### src/rtl/pwm_ramp_pkg.sv
// Shared types, widths and saturating step helpers for the PWM ramp sequencer.
package pwm_ramp_pkg;

  localparam int unsigned DUTY_W           = 8;
  localparam int unsigned STEP_W           = 4;
  // 10 ms per ramp step at 25 MHz.
  localparam int unsigned TICK_DIV_DEFAULT = 250000;

  typedef enum logic [1:0] {
    StIdle,
    StRampUp,
    StRampDn,
    StDone
  } state_e;

  // duty + step, clamped at lim; evaluated one bit wider so 255 + 15 cannot wrap.
  function automatic logic [DUTY_W-1:0] sat_up(input logic [DUTY_W-1:0] duty,
                                               input logic [STEP_W-1:0] stp,
                                               input logic [DUTY_W-1:0] lim);
    logic [DUTY_W:0] sum;
    sum = {1'b0, duty} + {{(DUTY_W + 1 - STEP_W){1'b0}}, stp};
    return (sum >= {1'b0, lim}) ? lim : sum[DUTY_W-1:0];
  endfunction

  // duty - step, clamped at lim; the extra MSB flags an underflow below zero.
  function automatic logic [DUTY_W-1:0] sat_dn(input logic [DUTY_W-1:0] duty,
                                               input logic [STEP_W-1:0] stp,
                                               input logic [DUTY_W-1:0] lim);
    logic [DUTY_W:0] diff;
    diff = {1'b0, duty} - {{(DUTY_W + 1 - STEP_W){1'b0}}, stp};
    return (diff[DUTY_W] || (diff <= {1'b0, lim})) ? lim : diff[DUTY_W-1:0];
  endfunction

endpackage

### src/rtl/tick_div.sv
// Free-running step-rate divider: tick is high for one cycle every TICK_DIV cycles
// while clr is low. clr restarts the count from zero.
module tick_div #(
  parameter int unsigned TICK_DIV = 250000
) (
  input  logic clk,
  input  logic rst,
  input  logic clr,
  output logic tick
);

  localparam int unsigned   CntW   = (TICK_DIV > 1) ? $clog2(TICK_DIV) : 1;
  localparam logic [CntW-1:0] CntMax = CntW'(TICK_DIV - 1);

  logic [CntW-1:0] cnt_q;

  // Count 0..TICK_DIV-1, wrapping; held at zero while cleared.
  always_ff @(posedge clk) begin
    if (rst || clr) begin
      cnt_q <= '0;
    end else if (cnt_q == CntMax) begin
      cnt_q <= '0;
    end else begin
      cnt_q <= cnt_q + CntW'(1);
    end
  end

  assign tick = !clr && (cnt_q == CntMax);

endmodule

### src/rtl/pwm_ramp_seq.sv
// Ramps an 8-bit PWM/display duty value toward a target in saturating steps,
// one step per divided tick, with abort and a one-cycle completion pulse.
module pwm_ramp_seq
  import pwm_ramp_pkg::*;
#(
  parameter int unsigned TICK_DIV = TICK_DIV_DEFAULT
) (
  input  logic              sys_clk_pin,
  input  logic              rst,
  input  logic              start,
  input  logic              abort,
  input  logic [DUTY_W-1:0] target,
  input  logic [STEP_W-1:0] step,
  output logic [DUTY_W-1:0] duty_out,
  output logic              busy,
  output logic              done
);

  state_e            state_q;
  logic [DUTY_W-1:0] duty_q;
  logic [DUTY_W-1:0] tgt_q;
  logic [STEP_W-1:0] step_q;
  logic              busy_q;
  logic              done_q;

  logic              tick;
  logic              tick_clr;
  logic [DUTY_W-1:0] up_val;
  logic [DUTY_W-1:0] dn_val;

  // Divider only runs in the ramp states, so it restarts from zero on every entry.
  assign tick_clr = (state_q != StRampUp) && (state_q != StRampDn);

  tick_div #(
    .TICK_DIV(TICK_DIV)
  ) u_tick_div (
    .clk (sys_clk_pin),
    .rst (rst),
    .clr (tick_clr),
    .tick(tick)
  );

  assign up_val = sat_up(duty_q, step_q, tgt_q);
  assign dn_val = sat_dn(duty_q, step_q, tgt_q);

  // Sequencer FSM with registered duty, busy and done.
  always_ff @(posedge sys_clk_pin) begin
    if (rst) begin
      state_q <= StIdle;
      duty_q  <= '0;
      tgt_q   <= '0;
      step_q  <= '0;
      busy_q  <= 1'b0;
      done_q  <= 1'b0;
    end else begin
      unique case (state_q)
        StIdle: begin
          if (start) begin
            tgt_q  <= target;
            // A zero step would never converge; treat it as 1.
            step_q <= (step == '0) ? STEP_W'(1) : step;
            if (target > duty_q) begin
              state_q <= StRampUp;
              busy_q  <= 1'b1;
            end else if (target < duty_q) begin
              state_q <= StRampDn;
              busy_q  <= 1'b1;
            end else begin
              state_q <= StDone;
              done_q  <= 1'b1;
            end
          end
        end
        StRampUp: begin
          // abort beats a coincident tick: duty is left untouched.
          if (abort) begin
            state_q <= StIdle;
            busy_q  <= 1'b0;
          end else if (tick) begin
            duty_q <= up_val;
            if (up_val == tgt_q) begin
              state_q <= StDone;
              busy_q  <= 1'b0;
              done_q  <= 1'b1;
            end
          end
        end
        StRampDn: begin
          if (abort) begin
            state_q <= StIdle;
            busy_q  <= 1'b0;
          end else if (tick) begin
            duty_q <= dn_val;
            if (dn_val == tgt_q) begin
              state_q <= StDone;
              busy_q  <= 1'b0;
              done_q  <= 1'b1;
            end
          end
        end
        StDone: begin
          state_q <= StIdle;
          done_q  <= 1'b0;
        end
        default: begin
          state_q <= StIdle;
          busy_q  <= 1'b0;
          done_q  <= 1'b0;
        end
      endcase
    end
  end

  assign duty_out = duty_q;
  assign busy     = busy_q;
  assign done     = done_q;

endmodule

### config.mk
export PLATFORM = sky130hd
export DESIGN_NAME = pwm_ramp_seq
export DESIGN_NICKNAME = d
export VERILOG_FILES = /design/src/rtl/pwm_ramp_pkg.sv /design/src/rtl/tick_div.sv /design/src/rtl/pwm_ramp_seq.sv
export SDC_FILE = /design/constraint.sdc
export NUM_CORES = 1
export LEC_CHECK = 0
export CORE_ASPECT_RATIO = 2
export CORE_MARGIN = 8
export CORE_UTILIZATION = 41
export DETAILED_ROUTE_END_ITERATION = 6
export PLACE_DENSITY_LB_ADDON = 0.08
export SYNTH_ARGS = -nofsm -noshare
export SYNTH_HDL_FRONTEND = slang
export SYNTH_HIERARCHICAL = 1
export SYNTH_SLANG_ARGS = --single-unit
### constraint.sdc
create_clock -name sys_clk_pin -period 9.1 [get_ports sys_clk_pin]
set_clock_uncertainty 0.2 [all_clocks]
set_input_delay 1.365 -clock sys_clk_pin [delete_from_list [all_inputs] [get_ports sys_clk_pin]]
set_output_delay 1.365 -clock sys_clk_pin [all_outputs]
set_load 0.01 [all_outputs]
; After elaboration in Yosys (flattened, before gate mapping)
; Index checks and enable logic that the tools add are counted.
[op_classes]
n_reduce_logical = 15
add_sub_neg = 3
n_eq_ne = 22
muxes = 38
magnitude_cmp = 4
[op_table]
columns = op, n
row1 = 8-bit two-way mux, 6
row2 = "2-bit != test, second input constant", 10
row3 = 1-bit two-way mux, 19
row4 = "18-bit by 1-bit adder with 18-bit output, second input constant", 1
row5 = "18-bit equality test, second input constant", 1
row6 = 8-bit equality test, 2
row7 = 2-bit two-way mux, 8
row8 = 8-bit case mux with 2 select lines, 1
row9 = "3-bit != test, second input constant", 5
row10 = 5-bit AND reduction, 2
row11 = 8-bit by 4-bit adder with 9-bit output, 1
row12 = 9-bit by 8-bit greater-or-equal comparator with 1-bit output, 1
row13 = 9-bit by 8-bit <= comparator with 1-bit output, 1
row14 = 9-bit AND reduction, 1
row15 = 8-bit by 4-bit subtractor with 9-bit output, 1
row16 = 8-bit > comparator, 1
row17 = 8-bit less-than comparator, 1
row18 = 2-bit case mux with 4 select lines, 1
row19 = 7-bit AND reduction, 1
row20 = "2-bit equality test, second input constant", 2
row21 = 4-bit zero test, 1
row22 = 4-bit two-way mux, 1
row23 = 1-bit case mux with 4 select lines, 1
row24 = 1-bit case mux with 3 select lines, 1
row25 = 10 further kinds, 12
[word_totals]
wordCells = 89
input_bits = 16
out_inout_bits = 10
register_bits = 42

; Logic depth before layout (Yosys ltp)
[depth]
ltp_word = 9
ltp_mapped = 17
ltp_nobuf = 16

; By module
; The synthesis kept the hierarchy.
[modules_own_cells]
columns = module, seq_area_each_um2, area_each_um2, cells_each, n_inst
row1 = pwm_ramp_seq, 480.5, 2690.1, 339, 1
row2 = tick_div, 360.3, 873.3, 97, 1

; Least setup slack after synthesis
; OpenSTA, ideal clock, no wires.
[synth_timing]
path_type = reg2reg
from = register duty_q[0], in the netlist duty_out[0]
to = register state_q[0]
setup_slack_ns = 5.189
synth_period_minus_slack_ns = 3.911
path_stages_with_launch = 17
setup_ns = 0.116
t_arrival_ns = 3.596
cell_sequence = dfxtp_1 -> inv_1 -> ha_1 -> inv_1 -> fa_1 -> a21o_1 -> a21boi_2 -> xnor2_1 -> ha_1 -> a21o_1 -> a21o_1 -> a2111oi_0 -> a211oi_1 -> o41ai_2 -> a211oi_1 -> nand2b_1 -> a31o_1
[synth_via]
elab_chain_len = 7
[synth_lines]
columns = item, line
row1 = start: declaration, pwm_ramp_seq.sv:20  ; logic [DUTY_W-1:0] duty_q;
row2 = start signal: assignment, pwm_ramp_seq.sv:80  ; duty_q <= up_val;
row3 = start signal: assignment, pwm_ramp_seq.sv:93  ; duty_q <= dn_val;
row4 = 8-bit by 4-bit subtractor with 9-bit output, pwm_ramp_pkg.sv:30  ; diff = {1'b0, duty} - {{(DUTY_W + 1 - STEP_W){1'b0}}, stp};
row5 = 9-bit by 8-bit <= comparator with 1-bit output, pwm_ramp_pkg.sv:31  ; return (diff[DUTY_W] || (diff <= {1'b0, lim})) ? lim : diff[DUTY_W-1:0];
row6 = 1-bit logical OR, pwm_ramp_pkg.sv:31
row7 = 8-bit two-way mux, pwm_ramp_pkg.sv:31
row8 = 8-bit equality test, pwm_ramp_seq.sv:94  ; if (dn_val == tgt_q) begin
row9 = 3-bit != test (no line), -
row10 = 5-bit AND reduction (no line), -
row11 = end signal: assignment, pwm_ramp_seq.sv:90  ; state_q <= StIdle;
row12 = end signal: assignment, pwm_ramp_seq.sv:95  ; state_q <= StDone;
row13 = end signal: assignment, pwm_ramp_seq.sv:102  ; state_q <= StIdle;
row14 = end: declaration, pwm_ramp_seq.sv:19  ; state_e state_q;
; Several ways; a longest one is shown, not always the timed one. The select of a mux whose other input is x is not followed.
; A chain may end at the register's enable or synchronous reset.

; Worst setup path in the final report
[layout_timing]
from = register duty_q[0], in the netlist duty_out[0]
to = register duty_q[0], in the netlist duty_out[0]
[layout_via]
elab_chain_len = 7
[layout_lines]
columns = item, line
row1 = 8-bit by 4-bit subtractor with 9-bit output, pwm_ramp_pkg.sv:30
row2 = 9-bit by 8-bit <= comparator with 1-bit output, pwm_ramp_pkg.sv:31
row3 = 1-bit logical OR, pwm_ramp_pkg.sv:31
row4 = 8-bit two-way mux, pwm_ramp_pkg.sv:31
row5 = 8-bit two-way mux, pwm_ramp_seq.sv:92  ; end else if (tick) begin
row6 = 8-bit two-way mux, pwm_ramp_seq.sv:89  ; if (abort) begin
row7 = 8-bit case mux with 2 select lines *, pwm_ramp_seq.sv:56  ; unique case (state_q)
; Mark *: on every way between the ends. The rest lies on a longest branch, timed or not. The select of a mux whose other input is x is not followed.

==> impl_metrics.env <==
export IMPL_rsz0062_at_grt="false"
export IMPL_cts_tree="built"
export IMPL_slew_headroom=0.258
export IMPL_avgViaCountPerCell=5.72
export IMPL_finalCriticalPeriod_ps=4450
export IMPL_grt_pass1_wl_mm=17.0
export IMPL_synth_top_family_by_area="simple AND/OR/NAND/NOR gates"
export IMPL_tns_ps=0
export IMPL_drc_errors=0
export IMPL_synth_edf_count=0
export IMPL_crit_path_end_kind="register"
export IMPL_initial_core_util=0.418
export IMPL_place_congestion=0.934
export IMPL_io_buffer_count=25
export IMPL_p_leak_nw=1.51
export IMPL_yosysTopAreaCellShare=0.236
export IMPL_fmax_mhz=225
export IMPL_maxCapViolations=0
export IMPL_yosys_cell_types_count=68
export IMPL_maxUsedRoutingLayer="met4"
export IMPL_report_final_slew_viol_count=0
export IMPL_synthTopCellsByCount="dfxtp_1 (42), nor2_1 (40), ha_1 (38), nand2_1 (38), inv_1 (35)"
export IMPL_synth_compound_area_frac=0.207
export IMPL_hold_class="register to register"
export IMPL_start_kind="register"
export IMPL_final_net_count=510
export IMPL_via_count=3175
export IMPL_r2r_end="duty_out[0]"
export IMPL_r2r_setup_slack_ps=4650
export IMPL_wl_mm=10.7
export IMPL_clockBufferDepth=2
export IMPL_chipWidth_microns=81.9
export IMPL_path_class="register to register"
export IMPL_core_sq_um=8530
export IMPL_worstPathMaxFanout=8
export IMPL_avgSynthCellArea_sq_um=8.17
export IMPL_clk_latency_ps=290
export IMPL_drt_iter0_markers=191
export IMPL_multi_input_area_sq_um=2510
export IMPL_dr_wl_met2_mm=6.01
export IMPL_r2r_start="duty_out[0]"
export IMPL_htreeDepth=2
export IMPL_finalInstanceArea_sq_um=4070
export IMPL_ys_seq_area_frac=0.236
export IMPL_synth_largest_area_cell="dfxtp_1"
export IMPL_drive_above_1_share=0.0637
export IMPL_synthMuxAreaShare=0.0176
export IMPL_row_count=48
export IMPL_diodes=0
export IMPL_arrival_ps=4470
export IMPL_ios=26
export IMPL_post_cts_buffers=0
export IMPL_yosys_area_share_adder=0.147
export IMPL_tightest_slew_ps=1110
export IMPL_hpwl_mm=8.81
export IMPL_synth_xor_area_share=0.107
export IMPL_worst_r2r_cell_count=16
export IMPL_yosys_area_share_simple=0.226
export IMPL_cp_endpoint="duty_out[0]"
export IMPL_n_fill_cell=882
export IMPL_synthFlopType="dfxtp_1"
export IMPL_cts_resized=0
export IMPL_synth_top_cells_by_area="dfxtp_1 (24%), ha_1 (13%), xnor2_1 (7.4%), nor2_1 (4.2%), nand2_1 (4.0%)"
export IMPL_postRouteAntennaNets=0
export IMPL_synthCells=436
export IMPL_synthToLayoutAreaGrowth_pct=14.1
export IMPL_ir_drop_v=0.000135
export IMPL_period_share=0.489
export IMPL_grt_max_degree=20
export IMPL_hold_buffers=0
export IMPL_die_y_microns=148
export IMPL_crit_required_ps=9130
export IMPL_cts_buffers_inserted=5
export IMPL_grt_pass1_vias=3392
export IMPL_wl_met3_microns=305
export IMPL_die_area_sq_um=12100
export IMPL_async_reset_ff_frac=0
export IMPL_wl_met1_mm=3.70
export IMPL_antenna_found_initial=0
export IMPL_ys_ff_latch=42
export IMPL_wire_per_inst_microns=19.2
export IMPL_layout_area_seq_sq_um=841
export IMPL_setup_violations=0
export IMPL_cts_root_buf="clkbuf_16"
export IMPL_placed_area_sq_um=3870
export IMPL_drtPass1Iterations=5
export IMPL_clk_pin_slew_ps=60
export IMPL_status="completed"
export IMPL_synth_area_sq_um=3560
export IMPL_ys_warn_count=6
export IMPL_totalPowerFinal_mw=0.854
export IMPL_grt_ovfl_total=0
export IMPL_synth_nets=492
export IMPL_hold_ws_ps=280
export IMPL_cp_startpoint="duty_out[0]"
export IMPL_grt_usage=0.184
export IMPL_cts_sinks=42
export IMPL_synth_most_common_cell="dfxtp_1"
export IMPL_hold_viol=0
export IMPL_power_density_nw_per_um2=210
logic make-up after synthesis:
group | after synthesis
flops | 42
compound gates | 102
xor+xnor | 41
fa+ha+maj | 41
simple gates | 154
buf+inv | 50
mux | 6
worst min path at each step:
stage                             start             endpoint  slack, ps  cells after the start
floorplan           u_tick_div/cnt_q[0]  u_tick_div/cnt_q[0]        240                      1
global placement    u_tick_div/cnt_q[0]  u_tick_div/cnt_q[0]        260                      1
detailed placement  u_tick_div/cnt_q[0]  u_tick_div/cnt_q[0]        270                      1
CTS                           step_q[2]            step_q[2]        280                      2
global route                  step_q[2]            step_q[2]        300                      2
finish                        step_q[2]            step_q[2]        280                      2
state kept, by name (all words and copies together) (netlist names):
register          count
duty_out              8
step_q                4
state_q               2
busy                  1
u_tick_div/cnt_q     18
tgt_q                 8
done                  1
area by class of cell:
cell class,count,share of cell area
clock buffers,6,0.0342
well taps,100,0.0308
flip-flops and latches,42,0.207
repair buffers,26,0.0634
multi-input cells,344,0.618
inverters,35,0.0323
clock inverters,2,0.0148
layer usage:
metal	vias up	GRT usage
li1	1593	-
met4	0	0.124
met5	-	0
met2	66	0.350
met3	36	0.0262
met1	1480	0.164
report_power, final:
group,total [mW],internal (mW),switching (mW)
Sequential,0.223,0.201,0.0217
Clock,0.239,0.165,0.0748
Combinational,0.392,0.160,0.232
Total,0.854,0.526,0.328
placed cells by master, fill, tap and decap left out, types with 3 or more instances in the layout:
cell             count
clkbuf_16            5
clkdlybuf4s50_1     25
a21o_1               7
nor4_1               7
xor2_1               9
nor3_1               9
and3_1               5
and2_1               5
nand3_1             13
a22o_1               4
a22oi_1              4
ha_1                38
nand4_1             12
nor2b_1              6
nor2_1              40
dfxtp_1             42
xnor2_1             30
a21oi_1             28
mux2i_1              4
nand2_1             38
nand2b_1             5
a211oi_1             4
inv_1               35
o21a_1               6
a21oi_2              3
a31oi_1              5
o21ai_0             16
through the flow:
stage / worst slack, ps / utilization / std cells
after global placement: 4740 / 0.453 / 547
after global routing: 4340 / 0.477 / 555
after detailed placement: 4660 / 0.453 / 547
after CTS: 4640 / 0.477 / 555
after floorplan: 5190 / - / 436
final: 4650 / 0.477 / 555
worst max-delay path, cell delays in order, from the launching register on:
cell,delay [ps]
dfxtp_1,350
inv_1,70
ha_1,160
inv_1,50
fa_1,430
a21o_1,240
a21boi_2,300
xnor2_1,190
ha_1,280
a21o_1,200
a21o_1,170
a2111oi_0,630
a2111oi_2,240
a21oi_2,430
mux2i_1,250
mux2i_1,90
nor2_1,110
Note: power is estimated with default switching activity, not from simulation.
